<file path="src/rtl/frag_div_unit_pkg.sv">
// frag_div_unit_pkg: control codes, FSM states and ctrl decode for the iterative divider.
package frag_div_unit_pkg;

   localparam logic [3:0] CTRL_DIV  = 4'b1100;
   localparam logic [3:0] CTRL_DIVU = 4'b1101;
   localparam logic [3:0] CTRL_REM  = 4'b1110;
   localparam logic [3:0] CTRL_REMU = 4'b1111;

   typedef enum logic [1:0] {S_IDLE, S_CALC, S_FIX, S_DONE} state_e;

   // Returns {signed_op, rem_op}; codes outside the divide group behave as DIVU.
   function automatic logic [1:0] decode_ctrl(input logic [3:0] c);
      return (c[3:2] == 2'b11) ? {~c[0], c[1]} : 2'b00;
   endfunction

endpackage

</file>
<file path="src/rtl/frag_div_step.sv">
// frag_div_step: one restoring step, shifting the next dividend bit into the partial remainder.
module frag_div_step #(
   parameter int unsigned XLEN = 32
) (
   input  logic [XLEN-1:0] rem_i,
   input  logic [XLEN-1:0] quo_i,
   input  logic [XLEN-1:0] div_i,
   output logic [XLEN-1:0] rem_o,
   output logic [XLEN-1:0] quo_o
);

   logic [XLEN:0] sh, diff;

   always_comb begin
      sh    = {rem_i, quo_i[XLEN-1]};
      diff  = sh - {1'b0, div_i};
      rem_o = diff[XLEN] ? sh[XLEN-1:0] : diff[XLEN-1:0];
      quo_o = {quo_i[XLEN-2:0], ~diff[XLEN]};
   end

endmodule

</file>
<file path="src/rtl/frag_div_unit.sv">
// frag_div_unit: multi-cycle restoring divider for DIV/DIVU/REM/REMU with valid/ready handshakes.
module frag_div_unit
   import frag_div_unit_pkg::*;
#(
   parameter int unsigned XLEN         = 32,
   parameter int unsigned TAG_W        = 5,
   parameter int unsigned FAST_SPECIAL = 1
) (
   input  logic             clk,
   input  logic             rst_n,
   input  logic             in_valid,
   output logic             in_ready,
   input  logic [3:0]       in_ctrl,
   input  logic [XLEN-1:0]  in_a,
   input  logic [XLEN-1:0]  in_b,
   input  logic [TAG_W-1:0] in_tag,
   input  logic             flush,
   output logic             out_valid,
   input  logic             out_ready,
   output logic [XLEN-1:0]  out_data,
   output logic [TAG_W-1:0] out_tag,
   output logic             busy
);

   localparam int unsigned    CNT_W   = $clog2(XLEN);
   localparam logic [XLEN-1:0] MIN_INT = {1'b1, {(XLEN-1){1'b0}}};

   state_e           state_q;
   logic [XLEN-1:0]  rem_q, quo_q, div_q, out_data_q;
   logic [XLEN-1:0]  rem_d, quo_d;
   logic [CNT_W-1:0] cnt_q;
   logic [TAG_W-1:0] tag_q;
   logic             is_rem_q, neg_q_q, neg_r_q, div0_q;

   logic             sgn, rem_op, a_neg, b_neg, b_zero, ovf, special;
   logic [XLEN-1:0]  abs_a, abs_b, spec_res, q_fix, r_fix;

   always_comb begin
      {sgn, rem_op} = decode_ctrl(in_ctrl);
      a_neg    = sgn & in_a[XLEN-1];
      b_neg    = sgn & in_b[XLEN-1];
      abs_a    = a_neg ? -in_a : in_a;
      abs_b    = b_neg ? -in_b : in_b;
      b_zero   = in_b == '0;
      ovf      = sgn & (in_a == MIN_INT) & (in_b == '1);
      special  = (b_zero | ovf) & (FAST_SPECIAL != 0);
      spec_res = b_zero ? (rem_op ? in_a : '1) : (rem_op ? '0 : MIN_INT);
      // Iterating on |a|/0 leaves |a| in the remainder, but the quotient must be forced to all ones.
      q_fix    = div0_q ? '1 : (neg_q_q ? -quo_q : quo_q);
      r_fix    = neg_r_q ? -rem_q : rem_q;
   end

   frag_div_step #(.XLEN(XLEN)) u_step (
      .rem_i (rem_q),
      .quo_i (quo_q),
      .div_i (div_q),
      .rem_o (rem_d),
      .quo_o (quo_d)
   );

   always_ff @(posedge clk or negedge rst_n) begin
      if (!rst_n) begin
         state_q    <= S_IDLE;
         rem_q      <= '0;
         quo_q      <= '0;
         div_q      <= '0;
         cnt_q      <= '0;
         tag_q      <= '0;
         out_data_q <= '0;
         is_rem_q   <= 1'b0;
         neg_q_q    <= 1'b0;
         neg_r_q    <= 1'b0;
         div0_q     <= 1'b0;
      end else if (flush) begin
         state_q <= S_IDLE;
      end else begin
         case (state_q)
            S_IDLE: if (in_valid) begin
               tag_q    <= in_tag;
               is_rem_q <= rem_op;
               neg_q_q  <= a_neg ^ b_neg;
               neg_r_q  <= a_neg;
               div0_q   <= b_zero;
               rem_q    <= '0;
               quo_q    <= abs_a;
               div_q    <= abs_b;
               cnt_q    <= CNT_W'(XLEN - 1);
               if (special) out_data_q <= spec_res;
               state_q  <= special ? S_DONE : S_CALC;
            end
            S_CALC: begin
               rem_q <= rem_d;
               quo_q <= quo_d;
               cnt_q <= cnt_q - 1'b1;
               if (cnt_q == '0) state_q <= S_FIX;
            end
            S_FIX: begin
               out_data_q <= is_rem_q ? r_fix : q_fix;
               state_q    <= S_DONE;
            end
            S_DONE: if (out_ready) state_q <= S_IDLE;
            default: state_q <= S_IDLE;
         endcase
      end
   end

   assign in_ready  = state_q == S_IDLE;
   assign out_valid = state_q == S_DONE;
   assign busy      = state_q != S_IDLE;
   assign out_data  = out_data_q;
   assign out_tag   = tag_q;

endmodule
</file>
<file path="config.mk">
export PLATFORM = sky130hd
export DESIGN_NAME = frag_div_unit
export DESIGN_NICKNAME = d
export VERILOG_FILES = /design/src/rtl/frag_div_unit_pkg.sv /design/src/rtl/frag_div_step.sv /design/src/rtl/frag_div_unit.sv
export SDC_FILE = /design/constraint.sdc
export NUM_CORES = 1
export LEC_CHECK = 0
export CAP_MARGIN = 20
export CORE_MARGIN = 1.5
export CORE_UTILIZATION = 60
export CTS_CLUSTER_SIZE = 30
export DETAILED_ROUTE_END_ITERATION = 6
export PLACE_DENSITY_LB_ADDON = 0.3
export RECOVER_POWER = 100
export REMOVE_ABC_BUFFERS = 1
export SETUP_SLACK_MARGIN = 0.2
export SYNTH_ARGS = -nofsm -noshare
export SYNTH_HDL_FRONTEND = slang
export SYNTH_SLANG_ARGS = --single-unit
</file>
<file path="constraint.sdc">
create_clock -name clk -period 8 [get_ports clk]
set_input_delay 2 -clock clk [delete_from_list [all_inputs] [get_ports clk]]
set_output_delay 2 -clock clk [all_outputs]
set_load 0.01 [all_outputs]
</file>
==> results.md <==
Critical path:
- On the critical path the largest part of the delay comes from simple AND/OR/NAND/NOR gates.
- The worst setup path is launched from a primary input.
- The largest individual stage delay along the critical path comes from the cell sky130_fd_sc_hd__nor4b_1.
- The stage delay of the slowest cell on the critical path is 990 ps.
- The signal on the critical path passes through dlygate4sd3_1 > nor3_1 > nand3_1 > nor4b_1 > nand3_1 > o32a_1 > o32ai_1 > clkbuf_2 > mux2_2.
- The kind of end point of the critical path is a flop.
- The worst path required time is 8320 ps.
- The worst-path maximum fanout is 63.
- The critical path contains buffers and inverters numbering 2 combined.
- The critical path in this run is classified as in -> reg.
- The cell that appears most often on the critical path is sky130_fd_sc_hd__nand3_1.
- The number of cells on the critical path is 9.
- The arrival time of the worst setup path is 6640 ps.
- For the worst flop-to-flop path, the logic depth is 13.

Floorplan:
- From bottom edge to top edge, the die measures 139.0 µm.
- The initialized floorplan defines 49 standard-cell rows.
- The initial utilization of the core area, before any placement, comes to 0.6159.
- The die is 139.0 µm wide.
- The number of ports placed on the die boundary is 118.
- The core outline area is 18020 µm².
- The area of the die is 19330 µm².

Drt:
- The final route contains 10730 vias.
- The ratio of routed vias to standard cells is 6.364.
- The number of routed nets with antenna violations is 0.
- The length of the first detailed-routing pass in iterations is 6.
- In the final routed layout, each cell accounts on average for 17.63 µm.
- In the routed design, unresolved DRC markers number 0.
- Wires add up to 29720 µm.
- The number of DRC markers after the initial detailed-route iteration is 1057.

Global routing:
- The initial antenna violation count is 0.
- The number of global-route vias before repair is 9683.
- The all-layer global routing usage is 0.3056.
- Entering global routing, the biggest net connects 84 pins.
- Summed over all layers, the global routing overflow is 0.
- The first global-routing pass estimated 48410 µm of wire.

Final layout:
- Summing all multi-input logic gate instances after layout gives 6925 µm².
- The final-stage net count is 1566.
- The number of diodes added for antenna fixing is 0.
- The library cell used most frequently in the layout, excluding fill and tap cells, is sky130_fd_sc_hd__nand2_1.
- After routing the design area is 12830 µm².
- Relative to the synthesized area, the layout overhead comes to 15.55%.
- The filler cells instantiated in the layout total 1443.
- In the final layout, flip-flops and latches occupy 3603 µm².
- In the layout the commonest cells are sky130_fd_sc_hd__nand2_1 (170), sky130_fd_sc_hd__o21ai_0 (158), sky130_fd_sc_hd__dfrtp_1 (144).
- Of the cells placed in the final design, the portion with a size suffix greater than 1 is 0.04187.

Clocking:
- The H-tree was split into 4 levels.
- The number of setup buffers added after CTS is 0.
- The hold buffer count at cts is 0.
- The buffer depth of the longest clock path is 2.
- The clock input transition at the sequential cells of the worst setup and hold paths is 60 ps.
- The CTS tree is yes.
- Clock tree synthesis found a total of 144 sinks.
- The worst-skew pair later-pin latency is 430 ps.
- In this run the clock root is driven by a sky130_fd_sc_hd__clkbuf_16.
- The post-cts repair resize count is 0.
- The number of buffers created by CTS is 17.

Synthesis:
- In this run, synthesis produced a sequential element count of 144.
- In this run, synthesis inferred 0 flip-flops with an integrated enable.
- The fraction of registers with async set or reset after synthesis is 1.000.
- After synthesis, the cell types taking the most area are sky130_fd_sc_hd__dfrtp_1 (32%), sky130_fd_sc_hd__o21ai_0 (7.1%), sky130_fd_sc_hd__xor2_1 (6.9%).
- The share of the Yosys chip area taken by registers is 0.3246.
- Yosys mapped the design onto 75 distinct sky130hd cell types.
- The prevailing post-synth register cell is sky130_fd_sc_hd__dfrtp_1.
- The mapped cell area is 11100 µm².
- The synthesized instance count is 1374.
- The synthesized area divided by synthesized cell count is 8.080 µm².
- The fraction of post-synthesis cell area in the top cell type by area is 0.3246.
- During synthesis, Yosys emitted a total of 0 warnings.
- The cell type with the highest aggregate area in the netlist is sky130_fd_sc_hd__dfrtp_1.

STA:
- Setup repair after global routing left no endpoint under its margin.
- The final-report max-slew violation count came to 281.
- Static timing analysis puts the maximum clock frequency at 0.1582 GHz.
- The number of failing hold endpoints at the final stage is 0.
- At the pin with the least slew margin, the transition time is 3422 ps.
- Setup violations remaining at the end of the flow were counted as 0.
- The worst clock skew is 6.966 ps.
- The worst path needs 6319 ps of the cycle, external delays included.
- The sum of negative setup slack is 0 ps.
- Headroom to the max-slew limit came out at -1.281.
- Dividing the final minimum period by the clock period gives 0.7899.

Pwr:
- In this run the power density over the cells is 280.6 nW/µm².
- For this design the static power due to leakage is 5.296 nW.
- VDD sags by at most 168.2 µV.

Min path:
- The cell count of the worst hold path is 2.
- The type of the worst min-delay path is reg -> reg.

Place:
- Detailed placement ended at an HPWL of 21100 µm.
- The placed instances occupy a cell area of 12340 µm².
- During placement, the flow inserted port buffers numbering 117.
- Routability-driven placement finished with a final weighted congestion of 0.9475.

Run:
- The number of max-cap violations is 6.

Outcome:
- The run finished, with violations left.
- The final reports fail on capacitance limit, slew limit.
## sequential cells by signal, summed over array words and instances, names as in the netlist
| signal | count |
|---|---|
| cnt_q | 5 |
| div0_q | 1 |
| div_q | 32 |
| is_rem_q | 1 |
| neg_q_q | 1 |
| neg_r_q | 1 |
| out_data | 32 |
| out_tag | 5 |
| quo_q | 32 |
| rem_q | 32 |
| state_q | 2 |
## where the power goes
group	total, mW	switching (mW)	internal [mW]
clock network	0.733	0.332	0.401
registers	1.24	0.242	0.994
logic	1.63	0.944	0.686
## cell usage after synthesis, types with 3 or more instances
| library cell | instances |
|---|---|
| sky130_fd_sc_hd__or2_2 | 5 |
| sky130_fd_sc_hd__inv_1 | 56 |
| sky130_fd_sc_hd__xor2_1 | 87 |
| sky130_fd_sc_hd__buf_4 | 6 |
| sky130_fd_sc_hd__nand3b_1 | 3 |
| sky130_fd_sc_hd__a31oi_1 | 36 |
| sky130_fd_sc_hd__a221oi_1 | 5 |
| sky130_fd_sc_hd__o41ai_1 | 16 |
| sky130_fd_sc_hd__and2_1 | 4 |
| sky130_fd_sc_hd__buf_2 | 6 |
| sky130_fd_sc_hd__nor3_1 | 23 |
| sky130_fd_sc_hd__nand2b_1 | 10 |
| sky130_fd_sc_hd__clkbuf_1 | 60 |
| sky130_fd_sc_hd__a32oi_1 | 4 |
| sky130_fd_sc_hd__a211o_1 | 4 |
| sky130_fd_sc_hd__nor2b_1 | 9 |
| sky130_fd_sc_hd__o21bai_1 | 5 |
| sky130_fd_sc_hd__o21ai_0 | 158 |
| sky130_fd_sc_hd__a221o_1 | 19 |
| sky130_fd_sc_hd__a21oi_1 | 93 |
| sky130_fd_sc_hd__nor4_1 | 8 |
| sky130_fd_sc_hd__nand4_1 | 15 |
| sky130_fd_sc_hd__mux2i_1 | 15 |
| sky130_fd_sc_hd__nand3_1 | 35 |
| sky130_fd_sc_hd__buf_1 | 3 |
| sky130_fd_sc_hd__a21o_1 | 13 |
| sky130_fd_sc_hd__or4_1 | 9 |
| sky130_fd_sc_hd__and3_1 | 7 |
| sky130_fd_sc_hd__o211ai_1 | 5 |
| sky130_fd_sc_hd__nor2_1 | 111 |
| sky130_fd_sc_hd__dfrtp_1 | 144 |
| sky130_fd_sc_hd__nand2_1 | 170 |
| sky130_fd_sc_hd__ha_1 | 43 |
| sky130_fd_sc_hd__or3_1 | 20 |
| sky130_fd_sc_hd__xnor2_1 | 58 |
| sky130_fd_sc_hd__o31ai_1 | 32 |
| sky130_fd_sc_hd__o21a_1 | 8 |
| sky130_fd_sc_hd__o311ai_0 | 25 |
## metal layers
metal,GRT usage,part of all wire,vias to the layer above
li1,-,-,5124
met1,0.4114,0.43,5011
met4,0.1255,0.031,0
met3,0.06146,0.074,96
met2,0.4836,0.46,498
met5,0,0,-
## per-stage QoR
step	setup slack, ps	utilization	cells	power [mW]	hold WS, ps
global placement	2209	0.6837	1652	2.821	458.3
global route	1217	0.7117	1686	3.854	501.8
finish	1681	0.7117	1686	3.600	473.7
floorplan	2100	-	1295	2.280	449.8
CTS	2501	0.7141	1685	3.633	484.2
detailed placement	2151	0.6845	1653	2.886	468.5
## final timing paths
path / from / end / slack (ps)
hold reg to reg: out_tag[3]$_DFFE_PN0P_ / out_tag[3]$_DFFE_PN0P_ / 470
min in group asynchronous: rst_n / out_data[6]$_DFFE_PN0P_ / 2710
max in group asynchronous: rst_n / cnt_q[4]$_DFFE_PN0P_ / 2400
setup / recovery: in_a[19] / out_data[31]$_DFFE_PN0P_ / 1680
setup reg to reg: quo_q[31]$_DFFE_PN0P_ / rem_q[31]$_DFFE_PN0P_ / 2790
hold / removal: out_tag[3]$_DFFE_PN0P_ / out_tag[3]$_DFFE_PN0P_ / 470
## tightest hold or removal path: cells and delay by family (launching register included)
kind	cells	cell delay (ps)
DFF	1	340
and+or+nand+nor	2	100
## kinds of logic after synthesis
logic type	count (synthesis)	share of synthesized area
flops	144	0.3246
simple gates	448	0.1922
mux	16	0.01454
compound gates	441	0.2520
buf+inv	135	0.05060
xor+xnor	146	0.1159
fa+ha+maj	44	0.05027
## layout make-up
type	instances	share of cell area
clock buffers	18	0.03423
well taps	229	0.02233
inverters	56	0.01639
repair buffers	130	0.09890
flip-flops and latches	144	0.2809
clock inverters	14	0.007412
multi-input cells	1095	0.5398
Note: power is estimated with default switching activity, not from simulation.
